==> src/rtl/apb_master_arb.sv <==
// rtl/apb_master_arb.sv - two-requester round-robin APB master with PREADY timeout
//
// Purpose: shares one APB master port between req0 (core data port) and
// req1 (debug/DMA). A transfer runs IDLE -> SETUP -> ACCESS -> DONE -> IDLE.
// A stalled slave is aborted after TIMEOUT ACCESS cycles with PREADY low,
// and the transfer returns err=1 with rdata=0.
//
// Ports:
//   PCLK, PRESET                    clock, async active-high reset
//   reqN_valid/addr/write/wdata     requester N transfer request (N=0,1)
//   reqN_done/rdata/err             requester N completion pulse and result
//   PADDR/PSEL/PENABLE/PWRITE/PWDATA  APB master outputs
//   PRDATA/PREADY/PSLVERR           APB slave responses
module apb_master_arb #(
    parameter int unsigned TIMEOUT = 256
) (
    input  logic        PCLK,
    input  logic        PRESET,
    input  logic        req0_valid,
    input  logic [31:0] req0_addr,
    input  logic        req0_write,
    input  logic [31:0] req0_wdata,
    output logic        req0_done,
    output logic [31:0] req0_rdata,
    output logic        req0_err,
    input  logic        req1_valid,
    input  logic [31:0] req1_addr,
    input  logic        req1_write,
    input  logic [31:0] req1_wdata,
    output logic        req1_done,
    output logic [31:0] req1_rdata,
    output logic        req1_err,
    output logic [31:0] PADDR,
    output logic        PSEL,
    output logic        PENABLE,
    output logic        PWRITE,
    output logic [31:0] PWDATA,
    input  logic [31:0] PRDATA,
    input  logic        PREADY,
    input  logic        PSLVERR
);

    localparam logic [15:0] TO = TIMEOUT[15:0];

    typedef enum logic [1:0] {
        S_IDLE   = 2'd0,
        S_SETUP  = 2'd1,
        S_ACCESS = 2'd2,
        S_DONE   = 2'd3
    } state_t;

    state_t      r_state;
    state_t      w_state_nxt;
    logic        r_last_grant;
    logic        r_grant;
    logic [15:0] r_count;

    logic        w_grant_any;
    logic        w_grant_sel;
    logic        w_finish;
    logic        w_timeout;
    logic [15:0] w_count_inc;
    logic [31:0] w_rdata;
    logic        w_err;

    // Saturating increment so a long stall with timeout disabled never wraps.
    assign w_count_inc = (r_count == 16'hFFFF) ? r_count : r_count + 16'd1;

    // Writes and timeouts return zero read data.
    assign w_rdata = (w_timeout || PWRITE) ? 32'd0 : PRDATA;
    assign w_err   = w_timeout | PSLVERR;

    always_comb begin
        w_state_nxt = r_state;
        w_grant_any = 1'b0;
        w_grant_sel = 1'b0;
        w_finish    = 1'b0;
        w_timeout   = 1'b0;
        case (r_state)
            S_IDLE: begin
                if (req0_valid || req1_valid) begin
                    w_grant_any = 1'b1;
                    // On a tie, the requester not granted last time wins.
                    w_grant_sel = req1_valid && (!req0_valid || !r_last_grant);
                    w_state_nxt = S_SETUP;
                end
            end
            S_SETUP: w_state_nxt = S_ACCESS;
            S_ACCESS: begin
                // PREADY takes priority over a timeout hitting on the same edge.
                if (PREADY) begin
                    w_finish    = 1'b1;
                    w_state_nxt = S_DONE;
                end else if ((TO != 16'd0) && (w_count_inc == TO)) begin
                    w_finish    = 1'b1;
                    w_timeout   = 1'b1;
                    w_state_nxt = S_DONE;
                end
            end
            S_DONE:  w_state_nxt = S_IDLE;
            default: w_state_nxt = S_IDLE;
        endcase
    end

    always_ff @(posedge PCLK or posedge PRESET) begin
        if (PRESET) begin
            r_state <= S_IDLE;
        end else begin
            r_state <= w_state_nxt;
        end
    end

    always_ff @(posedge PCLK or posedge PRESET) begin
        if (PRESET) begin
            r_last_grant <= 1'b1;
            r_grant      <= 1'b0;
            r_count      <= 16'd0;
            PADDR        <= 32'd0;
            PWRITE       <= 1'b0;
            PWDATA       <= 32'd0;
            PSEL         <= 1'b0;
            PENABLE      <= 1'b0;
            req0_done    <= 1'b0;
            req1_done    <= 1'b0;
            req0_rdata   <= 32'd0;
            req1_rdata   <= 32'd0;
            req0_err     <= 1'b0;
            req1_err     <= 1'b0;
        end else begin
            if (w_grant_any) begin
                r_grant      <= w_grant_sel;
                r_last_grant <= w_grant_sel;
                PADDR        <= w_grant_sel ? req1_addr  : req0_addr;
                PWRITE       <= w_grant_sel ? req1_write : req0_write;
                PWDATA       <= w_grant_sel ? req1_wdata : req0_wdata;
            end

            if (r_state == S_ACCESS) begin
                if (!PREADY) begin
                    r_count <= w_count_inc;
                end
            end else begin
                r_count <= 16'd0;
            end

            // Results are only written on completion, so they hold until the next done.
            if (w_finish) begin
                if (r_grant) begin
                    req1_rdata <= w_rdata;
                    req1_err   <= w_err;
                end else begin
                    req0_rdata <= w_rdata;
                    req0_err   <= w_err;
                end
            end

            // Bus controls decoded from the next state so they come straight off flops.
            PSEL      <= (w_state_nxt == S_SETUP) || (w_state_nxt == S_ACCESS);
            PENABLE   <= (w_state_nxt == S_ACCESS);
            req0_done <= (w_state_nxt == S_DONE) && !r_grant;
            req1_done <= (w_state_nxt == S_DONE) && r_grant;
        end
    end

endmodule

==> config.mk <==
export PLATFORM = sky130hd
export DESIGN_NAME = apb_master_arb
export DESIGN_NICKNAME = d
export VERILOG_FILES = /design/src/rtl/apb_master_arb.sv
export SDC_FILE = /design/constraint.sdc
export NUM_CORES = 1
export LEC_CHECK = 0
export BUFFER_PORTS_ARGS = -buffer_cell sky130_fd_sc_hd__buf_2
export CORE_MARGIN = 1
export CORE_UTILIZATION = 47
export CTS_BUF_LIST = sky130_fd_sc_hd__clkbuf_16
export DETAILED_ROUTE_END_ITERATION = 10
export PLACE_DENSITY_LB_ADDON = 0.1
export SLEW_MARGIN = 20
export SYNTH_ARGS = -nofsm -noshare
export SYNTH_HDL_FRONTEND = slang
export SYNTH_SLANG_ARGS = --single-unit
==> constraint.sdc <==
create_clock -name PCLK -period 7.1 [get_ports PCLK]
set_input_delay 1.42 -clock PCLK [delete_from_list [all_inputs] [get_ports PCLK]]
set_output_delay 1.42 -clock PCLK [all_outputs]
set_load 0.01 [all_outputs]
Yosys cells after proc, flatten, opt, wreduce, memory -nomap -nowiden
Index checks and enable logic that the tools add are counted.
{ "classes": {"n_bitwise": 2, "n_mux": 20, "n_addsub": 1, "n_eq_ne": 9, "n_reduce_logical": 13} }
{ "op_table": {"columns": ["cell", "n"], "rows": [
  ["two-way mux 32 bit", 3],
  ["two-way mux 16 bit", 3],
  ["adder 16 x 1 -> 16 bit (second input constant)", 1],
  ["== test 16 bit (second input constant)", 1],
  ["== test 16 x 9 -> 1 bit (second input constant)", 1],
  ["two-way mux 1 bit", 10],
  ["== test 2 bit (second input constant)", 4],
  ["one-hot mux 2 bit (4 select lines)", 1],
  ["two-way mux 2 bit", 3],
  ["== test 2 x 1 -> 1 bit (second input constant)", 2],
  ["logical OR 1 bit", 4],
  ["AND reduction 2 bit", 2],
  ["logical AND 1 bit", 3],
  ["logical NOT 1 bit", 3],
  ["logical NOT 2 bit", 1],
  ["inequality test 2 bit (second input constant)", 1],
  ["NOT 1 bit", 1],
  ["bitwise OR 1 bit", 1]
]} }
{ "totals": {"word_cells": 60, "inputBits": 168, "reg_bits": 155, "output_inout_bits": 135} }

Longest topological paths before layout
{ "depth": {"ltp_word": 8, "depth_mapped": 9, "mapped_depth_nobuf": 9} }

Worst setup path before layout
OpenSTA, ideal clock, no wires.
{ "synth_path": {"kind": "input to register", "from": "input port req1_valid", "to": "register PADDR[0]", "arrival_ps": 2785, "path_stages": 5, "required_ps": 6967, "slack_ps": 4182, "setup_ps": 133, "path_cell_list": "a21boi_1 -> buf_1 -> buf_1 -> mux2i_1 -> o21ai_0"} }
{ "synth_between": {"elab_chain_cells": 4, "word_cells_on_any_way": 7, "classes_between": "5 x mux; 2 x reduce/logical"} }
{ "synth_rtl": {"columns": ["item", "line", "text"], "rows": [
  ["start: declaration", "26", "input logic req1_valid,"],
  ["logical AND 1 bit / logical OR 1 bit (equally long branches)", "84, 81", null],
  ["two-way mux 1 bit", "81", "if (req0_valid || req1_valid) begin"],
  ["two-way mux 1 bit", "79", "case (r_state)"],
  ["two-way mux 32 bit", "133", "PADDR <= w_grant_sel ? req1_addr : req0_addr;"],
  ["end signal: assignment", "133", null],
  ["end: declaration", "33", "output logic [31:0] PADDR,"]
]} }
Several ways; a longest one is shown, not always the timed one.
A chain may end at the register's enable or synchronous reset.

Worst setup path after layout
{ "layout_path": {"from": "register r_count[0]", "to": "register req1_rdata[29]"} }
{ "layout_between": {"elab_chain_cells": 8, "word_cells_on_any_way": 12, "classes_between": "1 x add/sub; 2 x eq/ne; 7 x mux; 2 x reduce/logical"} }
{ "layout_rtl": {"columns": ["item", "line", "text"], "rows": [
  ["start: declaration", "56", "logic [15:0] r_count;"],
  ["start signal: assignment", "140", "r_count <= w_count_inc;"],
  ["adder 16 x 1 -> 16 bit / == test 16 bit (equally long branches)", "67", "assign w_count_inc = (r_count == 16'hFFFF) ? r_count : r_count + 16'd1;"],
  ["two-way mux 16 bit *", "67", null],
  ["== test 16 x 9 -> 1 bit *", "94", "end else if ((TO != 16'd0) && (w_count_inc == TO)) begin"],
  ["two-way mux 1 bit *", "94", null],
  ["two-way mux 1 bit", "91", "if (PREADY) begin"],
  ["two-way mux 1 bit", "79", null],
  ["logical OR 1 bit", "70", "assign w_rdata = (w_timeout || PWRITE) ? 32'd0 : PRDATA;"],
  ["two-way mux 32 bit", "70", null],
  ["end signal: assignment", "149", "req1_rdata <= w_rdata;"],
  ["end: declaration", "31", "output logic [31:0] req1_rdata,"]
]} }
Every way passes the cells marked *; elsewhere a longest branch is shown, timed or not.

==> impl_metrics.py <==
metrics = {
    "status": {
        "status": "finished clean",
    },
    "logic_synthesis": {
        "avgSynthCellArea_sq_um": 11.27,
        "synth-seq-cells": 155,
        "ys_top_cells_by_area": "dfrtp_1 (57%), mux2i_1 (10%), a22o_1 (8.4%), o21ai_0 (5.3%), nand2_1 (4.2%)",
        "yosysWarnings": 0,
        "synthesis.area_sq_um": 6753,
        "async_flop_share": 1.000,
        "synth_edf_count": 0,
        "synth_top_area_share": 0.5707,
        "synth_top_flop_cell": "dfrtp_1",
        "ys_seq_area_frac": 0.5746,
        "synth.net_count": 772,
        "syn-instance-count": 599,
        "synth_top_area_cell": "dfrtp_1",
        "synth_cell_types": 44,
    },
    "floorplanning": {
        "core_area_sq_um": 13930,
        "start_util": 0.4846,
        "rows": 43,
        "num_io_pins": 303,
        "die-width_um": 121.9,
        "die-area_sq_um": 14850,
        "fp.dieH_um": 121.9,
    },
    "detailed_routing": {
        "drtPass1Iterations": 5,
        "vias_per_cell": 5.424,
        "drt-met1-wl_um": 7470,
        "route.met2.wl_um": 9589,
        "topRoutingLayerUsed": "met5",
        "vias": 5863,
        "drt-wirelength-per-cell_um": 17.57,
        "drc": 0,
        "met3_length_um": 1427,
        "wl_um": 19000,
        "ant_nets": 0,
        "drt_iter0_drc": 332,
    },
    "grt": {
        "grt_overflow": 0,
        "grt_pass1_wl_um": 29570,
        "antenna_found_initial": 4,
        "grt_util_all_layers": 0.2626,
        "grt_max_degree": 131,
        "grt_pass1_vias": 5818,
    },
    "timing": {
        "rsz0062_at_grt": "false",
        "maxSlewHeadroom": 0.3134,
        "finalCritPeriodShare": 0.5256,
        "period_needed_ns": 3.732,
        "clock_skew_ns": 0.009673,
        "max_freq_ghz": 0.2680,
        "finalSetupViolations": 0,
        "fin_hold_ws_ns": 0.4734,
        "setup_tns_ns": 0,
        "final-hold-violation-count": 0,
        "tightest_slew_ns": 1.030,
        "maxSlewViolCount": 0,
    },
    "critical_path": {
        "crit_arrival_ns": 4.04,
        "rrSetupSlack_ns": 3.37,
        "reg2reg_to": "req1_rdata[29]$_DFFE_PP0P_",
        "crit_required_ns": 7.41,
        "critical_path.endpoint_type": "flip-flop",
        "cpMaxStageDelayCell": "nand3_2",
        "crit_type": "flip-flop to flip-flop",
        "critical_path_depth": 8,
        "reg2regPathDepth": 8,
        "critPathLaunchType": "flip-flop",
        "cpPeakStageDelay_ns": 0.68,
        "critPathMaxFanout": 33,
        "reg2reg_from": "r_count[0]$_DFFE_PP0P_",
        "path_buf_inv": 0,
        "cp_cell_sequence": "ha_1 -> nand4_1 -> nor4_1 -> o211a_2 -> o211ai_1 -> o41ai_4 -> nand3_2 -> a22o_1",
        "cpLargestDelayFamily": "simple AND/OR/NAND/NOR gates",
    },
    "pwr": {
        "p_leak_nw": 4.700,
        "ir_worst_vdd_mv": 0.1862,
        "p_total_mw": 3.735,
        "p_per_area_nw_per_um2": 415.5,
        "p_comb_frac": 0.369,
        "p_clk_frac": 0.233,
        "switching_share": 0.3685,
        "internal_power_mw": 2.359,
        "power.switching_mw": 1.377,
        "p_seq_frac": 0.398,
    },
    "cts": {
        "cts_num_sinks": 155,
        "root_buffer": "clkbuf_16",
        "cts_tree": "yes",
        "cts_setup_buffers": 0,
        "numCtsBuffers": 17,
        "cts_max_level": 4,
        "clk_path_buf_depth": 2,
        "clk_latency_ns": 0.42,
        "hold_buffers": 0,
        "clk_pin_slew_ns": 0.07,
        "ctsResizeCount": 0,
    },
    "final_layout": {
        "nets": 1059,
        "mostFrequentLayoutCells": "buf_2 (302), dfrtp_1 (154), nand2_1 (75)",
        "syn2layout_area_growth_pct": 33.15,
        "layout_commonest_cell": "buf_2",
        "layout-drive-gt1-share": 0.3904,
        "fin_area_sq_um": 8991,
    },
    "worst_hold_path": {
        "min_from": "PADDR[25]$_DFFE_PP0P_",
        "hold_class": "flip-flop to flip-flop",
        "whs_path_depth": 2,
        "holdPathEnd": "PADDR[25]$_DFFE_PP0P_",
    },
    "place": {
        "numPortBuffers": 302,
        "place_congestion": 0.8458,
        "place_area_sq_um": 8376,
        "hpwl_um": 13540,
    },
    "flow_run": {
        "max-cap-violations": 0,
    },
}
-- Yosys cell counts, drive strengths merged (2+ instances only) --
library cell / count
and2: 3
buf: 19
xnor2: 6
a31oi: 5
o31a: 2
a21oi: 8
dfrtp: 154
o21ai: 72
mux2i: 69
nor2b: 2
clkbuf: 22
a22o: 65
ha: 5
nor4: 2
xor2: 7
nor3: 10
nand3: 8
or4: 2
inv: 8
nand4: 9
and4: 2
nand2: 76
nand2b: 3
o211ai: 2
nor2: 24
and3: 2
-- per-layer routing --
layer	vias to the layer above	GRT usage
li1	2737	-
met1	2844	0.3137
met2	245	0.4354
met3	35	0.07865
met4	2	0.1188
met5	-	0
-- power groups by stage --
stage	sequential, mW	combinational (mW)	clock, mW
after floorplan	1.65	0.611	0
after global placement	1.47	1.35	0
after detailed placement	1.49	1.39	0
after CTS	1.49	1.39	0.890
after global routing	1.53	1.53	0.926
final	1.49	1.38	0.871
-- kinds of logic after synthesis --
group / Yosys count / share of synthesized area
mux: 69 / 0.1023
simple gates: 145 / 0.09802
buf+inv: 49 / 0.03206
fa+ha+maj: 5 / 0.009264
xor+xnor: 13 / 0.01686
compound gates: 163 / 0.1669
flops: 155 / 0.5746
-- registers in the layout, indices dropped and copies added, names as in the netlist --
signal / count
req1_err: 1
PADDR: 32
r_count: 16
PWRITE: 1
r_grant: 1
req1_rdata: 32
req0_err: 1
req1_done: 1
req0_done: 1
req0_rdata: 32
r_last_grant: 1
PWDATA: 32
PENABLE: 1
PSEL: 1
r_state: 2
-- worst max-delay path by stage --
stage	startpoint	to	slack, ns
global route	r_count[0]$_DFFE_PP0P_	req1_rdata[18]$_DFFE_PP0P_	2.99
detailed placement	req1_valid	PWDATA[25]$_DFFE_PP0P_	3.37
finish	r_count[0]$_DFFE_PP0P_	req1_rdata[29]$_DFFE_PP0P_	3.37
global placement	r_count[0]$_DFFE_PP0P_	req1_rdata[24]$_DFFE_PP0P_	3.48
CTS	r_count[0]$_DFFE_PP0P_	req1_rdata[0]$_DFFE_PP0P_	3.40
floorplan	PRESET	PADDR[0]$_DFFE_PP0P_	1.50
-- worst min-delay path, cell delays in order (launching register included) --
cell and delay, ns:
dfrtp_1 0.34, nand2_1 0.04, o21ai_0 0.06
-- layout make-up --
cell class / count / area (sq um)
Sequential cell: 155 / 3880
Clock buffer: 17 / 425.4
Multi-Input combinational cell: 395 / 2686
Inverter: 8 / 35.03
Tap cell: 180 / 225.2
Fill cell: 1136 / 4943
Antenna cell: 2 / 5.005
Clock inverter: 15 / 137.6
Timing Repair Buffer: 309 / 1597
-- stage by stage --
step | utilization | worst slack, ns | instances
finish | 0.6452 | 3.368 | 1081
global route | 0.6452 | 2.989 | 1081
CTS | 0.6415 | 3.396 | 1077
detailed placement | 0.6011 | 3.369 | 1045
global placement | 0.6011 | 3.477 | 1045
floorplan | - | 1.504 | 599
Power figures use the tool's default switching activity.
